===== src/rtl/route_demux_ctrl.sv =====
// route_demux_ctrl
// ----------------
// A 2-entry in-order buffer that steers each message to one of p_noutputs
// ports. The port is chosen by the destination field held in the top
// $clog2(p_noutputs) bits of the message. A head message whose destination
// is outside 0..p_noutputs-1 is never offered on any port. It stays head for
// exactly one cycle, is then discarded, and drop_count counts it.
//
// Handshake: on every interface a transfer happens in a cycle where both
// valid and ready are high at the rising clk edge. valid never depends on
// ready. Once valid is high, it and its data hold steady until the transfer.
// recv_rdy depends only on the buffer state. There is no bypass when the
// buffer is full.
//
// Ports:
//   clk         sole clock, rising edge
//   reset       asynchronous, active-low reset
//   recv_msg    incoming message (p_nbits)
//   recv_val    recv_msg is valid
//   recv_rdy    buffer can accept a message this cycle
//   send_msg    flattened per-port messages, port i at [i*p_nbits +: p_nbits]
//   send_val    per-port valid (one-hot or zero)
//   send_rdy    per-port ready
//   drop_count  saturating count of discarded illegal-destination messages
//   occupancy   buffered message count; this is also the FSM state encoding
module route_demux_ctrl #(
  parameter int unsigned p_nbits    = 8,
  parameter int unsigned p_noutputs = 4
) (
  input  logic                            clk,
  input  logic                            reset,
  input  logic [p_nbits-1:0]              recv_msg,
  input  logic                            recv_val,
  output logic                            recv_rdy,
  output logic [p_noutputs*p_nbits-1:0]   send_msg,
  output logic [p_noutputs-1:0]           send_val,
  input  logic [p_noutputs-1:0]           send_rdy,
  output logic [7:0]                      drop_count,
  output logic [1:0]                      occupancy
);

  localparam int unsigned dest_w = $clog2(p_noutputs);
  localparam int unsigned dec_w  = 1 << dest_w;
  // One bit per encodable destination. A bit is set when that destination
  // is a real port. This avoids a magnitude compare, which would always be
  // true when p_noutputs is a power of two.
  localparam logic [dec_w-1:0] legal_mask = {dec_w{1'b1}} >> (dec_w - p_noutputs);

  typedef enum logic [1:0] {
    st_empty = 2'd0,
    st_one   = 2'd1,
    st_full  = 2'd2
  } state_t;

  state_t             state, state_nxt;
  logic [p_nbits-1:0] entry0;  // head of the buffer
  logic [p_nbits-1:0] entry1;  // second entry, valid only in st_full
  logic [dest_w-1:0]  head_dest;
  logic [dec_w-1:0]   dest_dec;
  logic               has_head, head_legal, head_sent, drop, enq, deq;

  assign head_dest = entry0[p_nbits-1 -: dest_w];
  assign occupancy = state;

  always_comb begin
    has_head   = (state != st_empty);
    head_legal = legal_mask[head_dest];
    dest_dec   = '0;
    dest_dec[head_dest] = 1'b1;

    // send_val and send_msg come only from registered state. Stale entry
    // contents are never shown, because the gating uses has_head.
    send_val = (has_head && head_legal) ? dest_dec[p_noutputs-1:0] : '0;
    send_msg = '0;
    for (int unsigned i = 0; i < p_noutputs; i++) begin
      if (send_val[i]) send_msg[i*p_nbits +: p_nbits] = entry0;
    end

    // Ready on a port that is not selected is masked out here.
    head_sent = |(send_val & send_rdy);
    drop      = has_head && !head_legal;
    deq       = head_sent || drop;
    recv_rdy  = (state != st_full);
    enq       = recv_val && recv_rdy;

    state_nxt = state;
    case (state)
      st_empty: if (enq) state_nxt = st_one;
      st_one: begin
        if (enq && !deq)      state_nxt = st_full;
        else if (!enq && deq) state_nxt = st_empty;
      end
      st_full:  if (deq) state_nxt = st_one;
      default:  state_nxt = st_empty;
    endcase
  end

  always_ff @(posedge clk or negedge reset) begin
    if (!reset) state <= st_empty;
    else        state <= state_nxt;
  end

  // The head is always entry0. A dequeue from st_full shifts entry1 forward.
  // In st_one, an enqueue that happens together with a dequeue writes the
  // head directly.
  always_ff @(posedge clk or negedge reset) begin
    if (!reset) begin
      entry0 <= '0;
      entry1 <= '0;
    end else begin
      case (state)
        st_empty: if (enq) entry0 <= recv_msg;
        st_one: begin
          if (enq) begin
            if (deq) entry0 <= recv_msg;
            else     entry1 <= recv_msg;
          end
        end
        st_full:  if (deq) entry0 <= entry1;
        default: ;
      endcase
    end
  end

  always_ff @(posedge clk or negedge reset) begin
    if (!reset)                           drop_count <= 8'd0;
    else if (drop && drop_count != 8'hff) drop_count <= drop_count + 8'd1;
  end

endmodule


===== config.mk =====
export PLATFORM = sky130hd
export DESIGN_NAME = route_demux_ctrl
export DESIGN_NICKNAME = d
export VERILOG_FILES = /design/src/rtl/route_demux_ctrl.sv
export SDC_FILE = /design/constraint.sdc
export NUM_CORES = 1
export LEC_CHECK = 0
export CAP_MARGIN = 20
export CELL_PAD_IN_SITES_DETAIL_PLACEMENT = 1
export CELL_PAD_IN_SITES_GLOBAL_PLACEMENT = 1
export CORE_AREA = 4 4 69 71
export DETAILED_ROUTE_END_ITERATION = 6
export DIE_AREA = 0 0 73 75
export GPL_TIMING_DRIVEN = 0
export PLACE_DENSITY_LB_ADDON = 0.05
export SLEW_MARGIN = 10
export SYNTH_ARGS = -nofsm -noshare
export SYNTH_HDL_FRONTEND = slang
export SYNTH_SLANG_ARGS = --single-unit

===== constraint.sdc =====
create_clock -name clk -period 3.1 [get_ports clk]
set_input_delay 0.62 -clock clk [delete_from_list [all_inputs] [get_ports clk]]
set_output_delay 0.62 -clock clk [all_outputs]
set_load 0.02 [all_outputs]

==> results list <==
- The flow ran to the end, and the final reports show no timing, DRC or antenna violations.
- Of the synthesized area, sequential elements account for 35.9%.
- STA classifies the critical path endpoint as an output pin.
- Highest routed metal layer: met4
* Antenna violations before repair: 0
- For this run, the number of Yosys warnings is 0.
- Dividing the detail-routed wire length by the instance count gives 13.3 um.
- Commonest non-fill, non-tap cell in the layout: clkdlybuf4s50_1
* Number of DRC violations after detailed routing: 0
* Sum of overflow across all layers after global routing: 0
* Worst-path maximum fanout: 9
* Syn Area/Cell: 9.95 sq um
- Count of endpoints failing hold in the final timing report: 0
- Worst hold-check path type: flip-flop to flip-flop
- Synthesized cell area: 1250 sq um
* Number of diodes added for antenna fixing: 0
- After the first detailed-routing iteration, the DRC count stood at 24.
- After clock tree synthesis, the setup repair step added 0 buffers.
- In the routed layout, each cell is associated on average with a via count of 4.29.
- From left edge to right edge, the die measures 73 um.
* Cell count after synthesis: 126
- Proportion of register bits with asynchronous set or reset after synthesis: 100%
- On the final layout, the worst clock skew is 0.00377 ns.
- The worst pin sits at a relative slew slack of 46.2%.
- The synthesized design contains 0 enable-type register cells.
- In this run the cell area measured after placement is 1850 sq um.
- Via count of the first global-routing pass: 1091
- Counting every sink on the clock net gives 18.
* Final Instance Area: 1910 sq um
- Achievable frequency: 0.366 GHz
- After the last flow step, the layout net total stands at 206.
* Reported leakage power: 0.000860 uW
- DP Wirelength: 2710 um
- Clock tree synthesis inserted a total of 3 buffers.
* Worst path required time: 2.48 ns
* Area used by multi-input combinational logic: 716 sq um
- The floorplan step defined a die boundary enclosing 5480 sq um.
- The core region is 4230 sq um.
- The routed layout has 1037 vias.
- CTS H-Tree Depth: 1
- Pwr Density: 952 nW/um^2
- The floorplan has 24 rows.
- First-pass GRT wire length: 5220 um
* RSZ-0062 raised after global routing: no
* Clock tree from TritonCTS: built
- The top cell types in the final layout, fill and taps aside, are clkdlybuf4s50_1 (49), and2_1 (24), nand2_1 (20), dfrtp_1 (18).
- The die is 75 um tall.
- After routing, the total negative slack on setup checks comes to 0 ns.
* Post-detailed-routing wire length: 3210 um
- Global routing consumed, over all layers together, 12.0% of the routing resources.
- Effective utilization at floorplan: 29.6%
- The setup check on the worst reg-to-reg path leaves a slack of 1.29 ns.
- In the synthesized netlist, mux cells make up 19.5% of the area.
- Post-Synth XOR/XNOR Area: 0%
- CTS clock-pin slew for the worst setup and hold paths: 0.07 ns
* Start of the worst register-to-register path: occupancy[0]
- In this run the worst setup path begins at occupancy[0].
- Data arrival time at the worst-slack endpoint: 2.11 ns
* Count of input and output buffers: 49
- Summing the areas of all fa, ha and maj instances in the mapped netlist gives 0% of the synthesized area.
* Minimum hold slack: 0.518 ns
- Final-report setup violation count: 0
- Counting I/O delays and the setup requirement, the final critical path takes 2.73 ns.
- Unique masters post-synth: 29
- Across the run, the number of max-cap violations was 0.
* Endpoint of the worst setup timing path: send_msg[2]
- Maximum number of pins on one net before global-route repair: 19
- Compound-cell area share of the yosys netlist: 10.4%
* Combinational family with the most area after synthesis: simple AND/OR/NAND/NOR gates
- At the later pin of the worst-skew pair, clock insertion delay measures 0.25 ns.
- Flip-flop cell with the highest count after synthesis: dfrtp_1
* Count of filler cells inserted in the layout: 511
- STA classifies the critical path startpoint as a flip-flop.
- Basic-gate share of the synthesized area counting and, or, nand and nor cells: 23.7%
- Synthesis-to-layout area growth: 52.0%
* Sequential cell area in the final layout: 450 sq um
* Worst setup path category: flip-flop to output pin
* Post-CTS sizing: 0
* Cells on worst reg2reg path: 5
- The root buffer cell chosen for the clock tree is clkbuf_8.
* Proportion of layout cells with a drive suffix above 1: 22.6%
* Startpoint of the most critical hold path: entry1[2]
- Hold-fix buffers at CTS: 0
* Final-report max-slew violation count: 0
* Worst-Margin Slew: 0.805 ns
* DRT met1 WL: 1420 um
- 62 I/O pins were placed.
- Summed over all nets, wire length on met3 after detailed routing comes to 325 um.
- DRT antenna net count: 0
* Maximum buffer depth of the clock tree: 2
- Final worst path period share: 88.1%
- The congestion estimate from routability-driven global placement came to 0.787.
- Worst IR Drop VDD: 282 uV
- Router iterations before antenna repair: 2
- After synthesis the netlist holds a flip-flop and latch count of 18.
- In this run the critical register-to-register path is captured at entry1[4].
- Routed length on met2: 1440 um
## flip-flops by register name, summed over array words and instances (netlist names)
name and flops:
entry1 8, entry0 8, occupancy 2
## layout make-up
class	count	share of cell area [%]
clock buffers	4	2.89
multi-input cells	101	37.6
repair buffers	49	25.7
plain buffers	15	6.17
inverters	3	0.591
well taps	52	3.41
flip-flops and latches	18	23.6
## worst min path at each step
stage | end | slack, ns | depth (start not counted)
after floorplan | entry0[0] | 0.32 | 0
after global placement | entry1[6] | 0.49 | 1
after detailed placement | entry1[1] | 0.50 | 1
after global routing | entry1[0] | 0.54 | 1
after CTS | entry1[2] | 0.52 | 1
final | entry1[2] | 0.52 | 1
## layer usage
metal / global-route usage (%) / vias up
met1: 15.2 / 473
met5: 0 / -
met3: 3.07 / 2
met2: 20.0 / 46
met4: 3.69 / 0
li1: - / 516
## synthesized netlist by cell type, types with 2 or more instances
cell type,count,area (sq um)
o22ai_4,2,40.0
and2_1,24,150
mux2i_1,2,20.0
buf_6,2,22.5
nor2_1,11,41.3
buf_4,12,90.1
nand2_1,20,75.1
dfrtp_1,18,450
a21oi_1,2,10.0
inv_1,2,7.51
mux2_4,8,120
mux2_2,6,67.6
## per-stage QoR
step	utilization [%]	cells	total power, uW	setup slack, ns
after floorplan	-	137	1220	0.983
after global placement	43.7	238	1610	0.707
after detailed placement	43.7	238	1650	0.606
after CTS	45.0	242	1840	0.322
after global routing	45.0	242	1960	0.168
final	45.0	242	1810	0.368
## kinds of logic after synthesis
kind of cell           Yosys count
muxes                           18
AOI/OAI and AO/OA               12
DFF                             18
other                            1
and+or+nand+nor                 59
buffers and inverters           18
## critical path: stages, from the launching register on
cell	delay [ns]
dfrtp_1	0.58
o21bai_4	0.15
nor2_1	0.34
and2_1	0.19
clkdlybuf4s50_1	0.60
## report_power, final
group | leakage [uW] | internal (uW) | switching [uW] | total (uW)
logic | 0.000616 | 602 | 548 | 1150
registers | 0.000215 | 356 | 120 | 476
clock network | 0.0000288 | 113 | 75.3 | 188
total | 0.000860 | 1070 | 744 | 1810
(Power assumes the default switching activity.)
==> RTL edit 1: new RTL, config.mk and constraints unchanged <==
Set the parameter `p_nbits` to 6 (it was 8).
--- a/src/rtl/route_demux_ctrl.sv
+++ b/src/rtl/route_demux_ctrl.sv
@@ -26,3 +26,3 @@
 module route_demux_ctrl #(
-  parameter int unsigned p_nbits    = 8,
+  parameter int unsigned p_nbits    = 6,
   parameter int unsigned p_noutputs = 4
Interface: changed (resized recv_msg and send_msg); port bits go from 62 to 52. The function was not compared with the original's and may differ.
==> RTL edit 1 against the unedited design <==
  * Sequential cell count shrank 4
  * Wire length is 19% lower
  * Count of clock-buffer cells in the layout is 1 lower
  * Global-route usage fell by 2.3 points
  * Final area is 20% lower
  * Maximum frequency increased by 3.7%
  * Synthesized cell count down 24%
  * Via count down 19%
  * Die area unchanged
  * Power decreased by 18%
  * Clock power is 21% lower
  * Worst setup slack better by 0.097 ns
  * Area after synthesis shrank 21%
  * Largest power group unchanged
  * Highest routed layer unchanged
==> RTL edit 1: results (changes against the unedited design) <==
Run status
  – Status: complete, no violations

Synth
  – Top cells by area in the synthesized netlist: dfrtp_1, and2_1, buf_4
  – Mux contribution to synthesized area: 11.5% (-7.9 points)
  – Portion of the post-synthesis area used by sequential elements: 35.5% (-0.40 points)
  – Synthesized-area fraction occupied by adder cells: 1.02% (+1.0 points)
  – Top cells by instance count after synthesis: and2_1, dfrtp_1, buf_4
  – Compound-gate portion of the synthesized area: 18.4% (+8.0 points)

Global route
  – Met3 track utilization from global routing: 1.34% (-1.7 points)
  – GRT met1 Usage: 12.2% (-3.1 points)
  – Pin count of the biggest net entering global routing: 15 (-4)
  – First-pass GRT wire length: 4130 um (-21%)
  – Global Route met2 Usage: 16.4% (-3.6 points)

Layout
  – Proportion of layout cells with a drive suffix above 1: 20.8% (-1.8 points)
  – Nets: 164 (-20%)

Place
  – Cell Count Post-Placement: 198 (-17%)
  – Total half-perimeter wirelength after legalization and detailed placement: 2150 um (-21%)
  – Number of port buffers: 39 (-20%)
  – Routability congestion estimate: 0.727 (-7.6%)

Route
  – Via density per instance: 4.19 (-2.1%)
  – Number of DRC markers after the initial detailed-route iteration: 26 (+8.3%)
  – Detailed-route wire length per cell: 12.9 um (-2.9%)

STA
  – Slew @ Worst Pin: 0.664 ns (-0.140 ns)

Worst setup path
  – Maximum fanout along the worst path: 8 (-1)
  – Slowest cell delay on critical path: 0.53 ns (-0.07 ns)

Power and ir drop
  – Static Leakage: 0.629 nW (-27%)
[RTL edit 1: cell count changes after synthesis, sizes merged, moves of 3 or more]
cell   before  now
or3         0    6
mux2       14    6
dfrtp      18   14
o221a       0    7
o22ai       2    5
and2       24   16
nand2      20    1
[RTL edit 1: report_power, final]
part | switching, W | leakage [nW] | internal, W
Clock | 0.0000636 | 0.0216 | 0.0000859
Combinational | 0.000517 | 0.445 | 0.000485
Sequential | 0.0000671 | 0.162 | 0.000275
Total | 0.000648 | 0.629 | 0.000846
[RTL edit 1: cells by family after synthesis]
logic type / count (synthesis)
AND/OR/NAND/NOR: 37
buffers and inverters: 17
adder cells (fa/ha/maj): 1
AO/OA/AOI/OAI: 17
other: 1
flip-flops: 14
multiplexers: 9
[RTL edit 1: path summary, 6_finish.rpt]
path / startpoint / endpoint / slack, ns / depth (start not counted)
worst min register to register: entry1[1] / entry1[1] / 0.49 / 1
worst max register to register: occupancy[1] / entry1[0] / 1.29 / 5
worst max-delay path: occupancy[1] / send_msg[1] / 0.47 / 5
worst min-delay path: entry1[1] / entry1[1] / 0.49 / 1
max in group asynchronous: reset / entry0[2] / 1.89 / 1
min in group asynchronous: reset / occupancy[0] / 0.78 / 1
[RTL edit 1: per-stage QoR]
step | utilization (%) | area, um^2 | setup slack [ns]
2_1_floorplan | - | 1030 | 0.984
3_3_place_gp | 35.0 | 1480 | 0.727
3_5_place_dp | 35.0 | 1480 | 0.713
4_1_cts | 36.0 | 1520 | 0.443
5_1_grt | 36.0 | 1520 | 0.344
6_report | 36.0 | 1520 | 0.465
[RTL edit 1: area by class of cell]
type / instances / area (um^2)
buffer: 15 / 111
tap: 52 / 65.1
inverter: 2 / 7.51
timing repair buffer: 39 / 390
clock buffer: 3 / 41.3
multi-input combinational: 76 / 558
sequential: 14 / 350
fill: 499 / 2710
[RTL edit 1: routing by layer]
metal,part of all wire (%),wire length (um)
met4,1.3,34
met5,0,0
met2,45,1170
met3,6.9,180
met1,47,1210
==> RTL edit 2: new RTL, same flow settings <==
Made on the original files. Reset style: synchronous (`reset`), changed in 3 clocked blocks. Comments in the files are not updated.
--- a/src/rtl/route_demux_ctrl.sv
+++ b/src/rtl/route_demux_ctrl.sv
@@ -97,3 +97,3 @@
 
-  always_ff @(posedge clk or negedge reset) begin
+  always_ff @(posedge clk) begin
     if (!reset) state <= st_empty;
@@ -105,3 +105,3 @@
   // head directly.
-  always_ff @(posedge clk or negedge reset) begin
+  always_ff @(posedge clk) begin
     if (!reset) begin
@@ -124,3 +124,3 @@
 
-  always_ff @(posedge clk or negedge reset) begin
+  always_ff @(posedge clk) begin
     if (!reset)                           drop_count <= 8'd0;
Behaviour: differs if reset is asserted again (counterexample within 4 cycles, from zero or initial values and one cycle with reset low); with reset held inactive, the same outputs for 10 cycles.
==> RTL edit 2 against the unedited design <==
  * Worst setup slack improved by 0.088 ns
  * Sequential cell count did not move
  * Die area unchanged
  * Utilization is 0.62 points lower
  * Area after synthesis is 2.1% lower
  * Final area fell by 1.4%
  * Sequential share of layout area decreased by 4.5 points
  * Wire length is 13% higher
Power is not compared: it rests on default switching activity, and its combinational part moved more than twofold at a synthesized area within 25%.
==> RTL edit 2: results (changes against the unedited design) <==
Global route
  – Pin count of the biggest net entering global routing: 11 (-8)
  – Total routing usage reported by global routing: 13.6% (+1.6 points)
  – GRT met1 Usage: 18.2% (+3.0 points)
  – First-pass GRT wire length: 5870 um (+12%)

Synth
  – Top cells by area in the synthesized netlist: dfxtp_1, and2_1, buf_4
  – Portion of the post-synthesis area used by sequential elements: 29.4% (-6.6 points)
  – Top cells by instance count after synthesis: and2_1, dfxtp_1, nor2_1
  – Number of distinct library cell variants in the gate-level netlist after synthesis: 31 (+6.9%)
  – Top FF cell, synth: dfxtp_1

Layout
  – Share of the core filled with cells: 44.4% (-0.62 points)
  – Clock-cell share of area: 2.93% (+0.040 points)
  – Number of signal-net inverters in the final layout: 2 (-1)
  – Portion of the layout cell area used by non-clock buffers: 33.1% (+1.2 points)
  – FILL cells: 526 (+2.9%)
  – Multi-input combinational cell area: 769 um^2 (+7.5%)
  – Count of multi-input combinational gates: 117 (+16%)
  – Number of non-clock buffers in the layout: 67 (+4.7%)
  – Nets: 224 (+8.7%)
  – Sequential portion of the cell area: 19.2% (-4.5 points)

Route
  – Total met2 wirelength after detailed routing: 1600 um (+11%)
  – First-pass iteration count of the detailed router: 4 (+2)
  – Number of DRC markers after the initial detailed-route iteration: 21 (-13%)
  – Routed length on met3: 301 um (-7.4%)

Worst setup path
  – Arrival @ worst endpoint: 2.02 ns (-0.09 ns)
  – Startpoint of the worst register-to-register path: entry0[6]
  – Worst Setup EP: send_msg[13]
  – Worst setup path start: occupancy[0]
  – FF-to-FF End: entry1[0]

Worst hold path
  – Worst Min Path Start: entry1[1]
  – Count of cells along the worst hold path: 2 (+1)

STA
  – Time the worst path needs with I/O delays and setup: 2.64 ns (-0.0881 ns)
  – Final-layout worst hold slack: 0.463 ns (-0.0546 ns)
  – Post-Route Skew: 0.00331 ns (-0.000458 ns)

Place
  – Cell Count Post-Placement: 256 (+7.6%)
  – Total half-perimeter wirelength after legalization and detailed placement: 3040 um (+12%)

Run status
  – Status: complete, no violations
==> RTL edit 2: cell types whose count changed after synthesis, sizes merged, moves of 7 or more <==
cell,before,now
dfrtp,18,0
dfxtp,0,18
mux2,14,0
nor2,11,19
a21oi,2,9
mux2i,4,11
o221a,0,7
==> RTL edit 2: logic make-up after synthesis <==
| kind of cell | after synthesis | synth area share [%] |
|---|---|---|
| DFF | 18 | 29.4 |
| and+or+nand+nor | 67 | 28.4 |
| muxes | 11 | 9.58 |
| buffers and inverters | 20 | 11.3 |
| AOI/OAI and AO/OA | 27 | 21.0 |
| other | 1 | 0.306 |
==> RTL edit 2: tightest hold or removal path, delay by kind of cell (launching register included) <==
| kind | cells | cell delay, ns |
|---|---|---|
| mux | 1 | 0.05 |
| flops | 1 | 0.31 |
| simple gates | 1 | 0.05 |
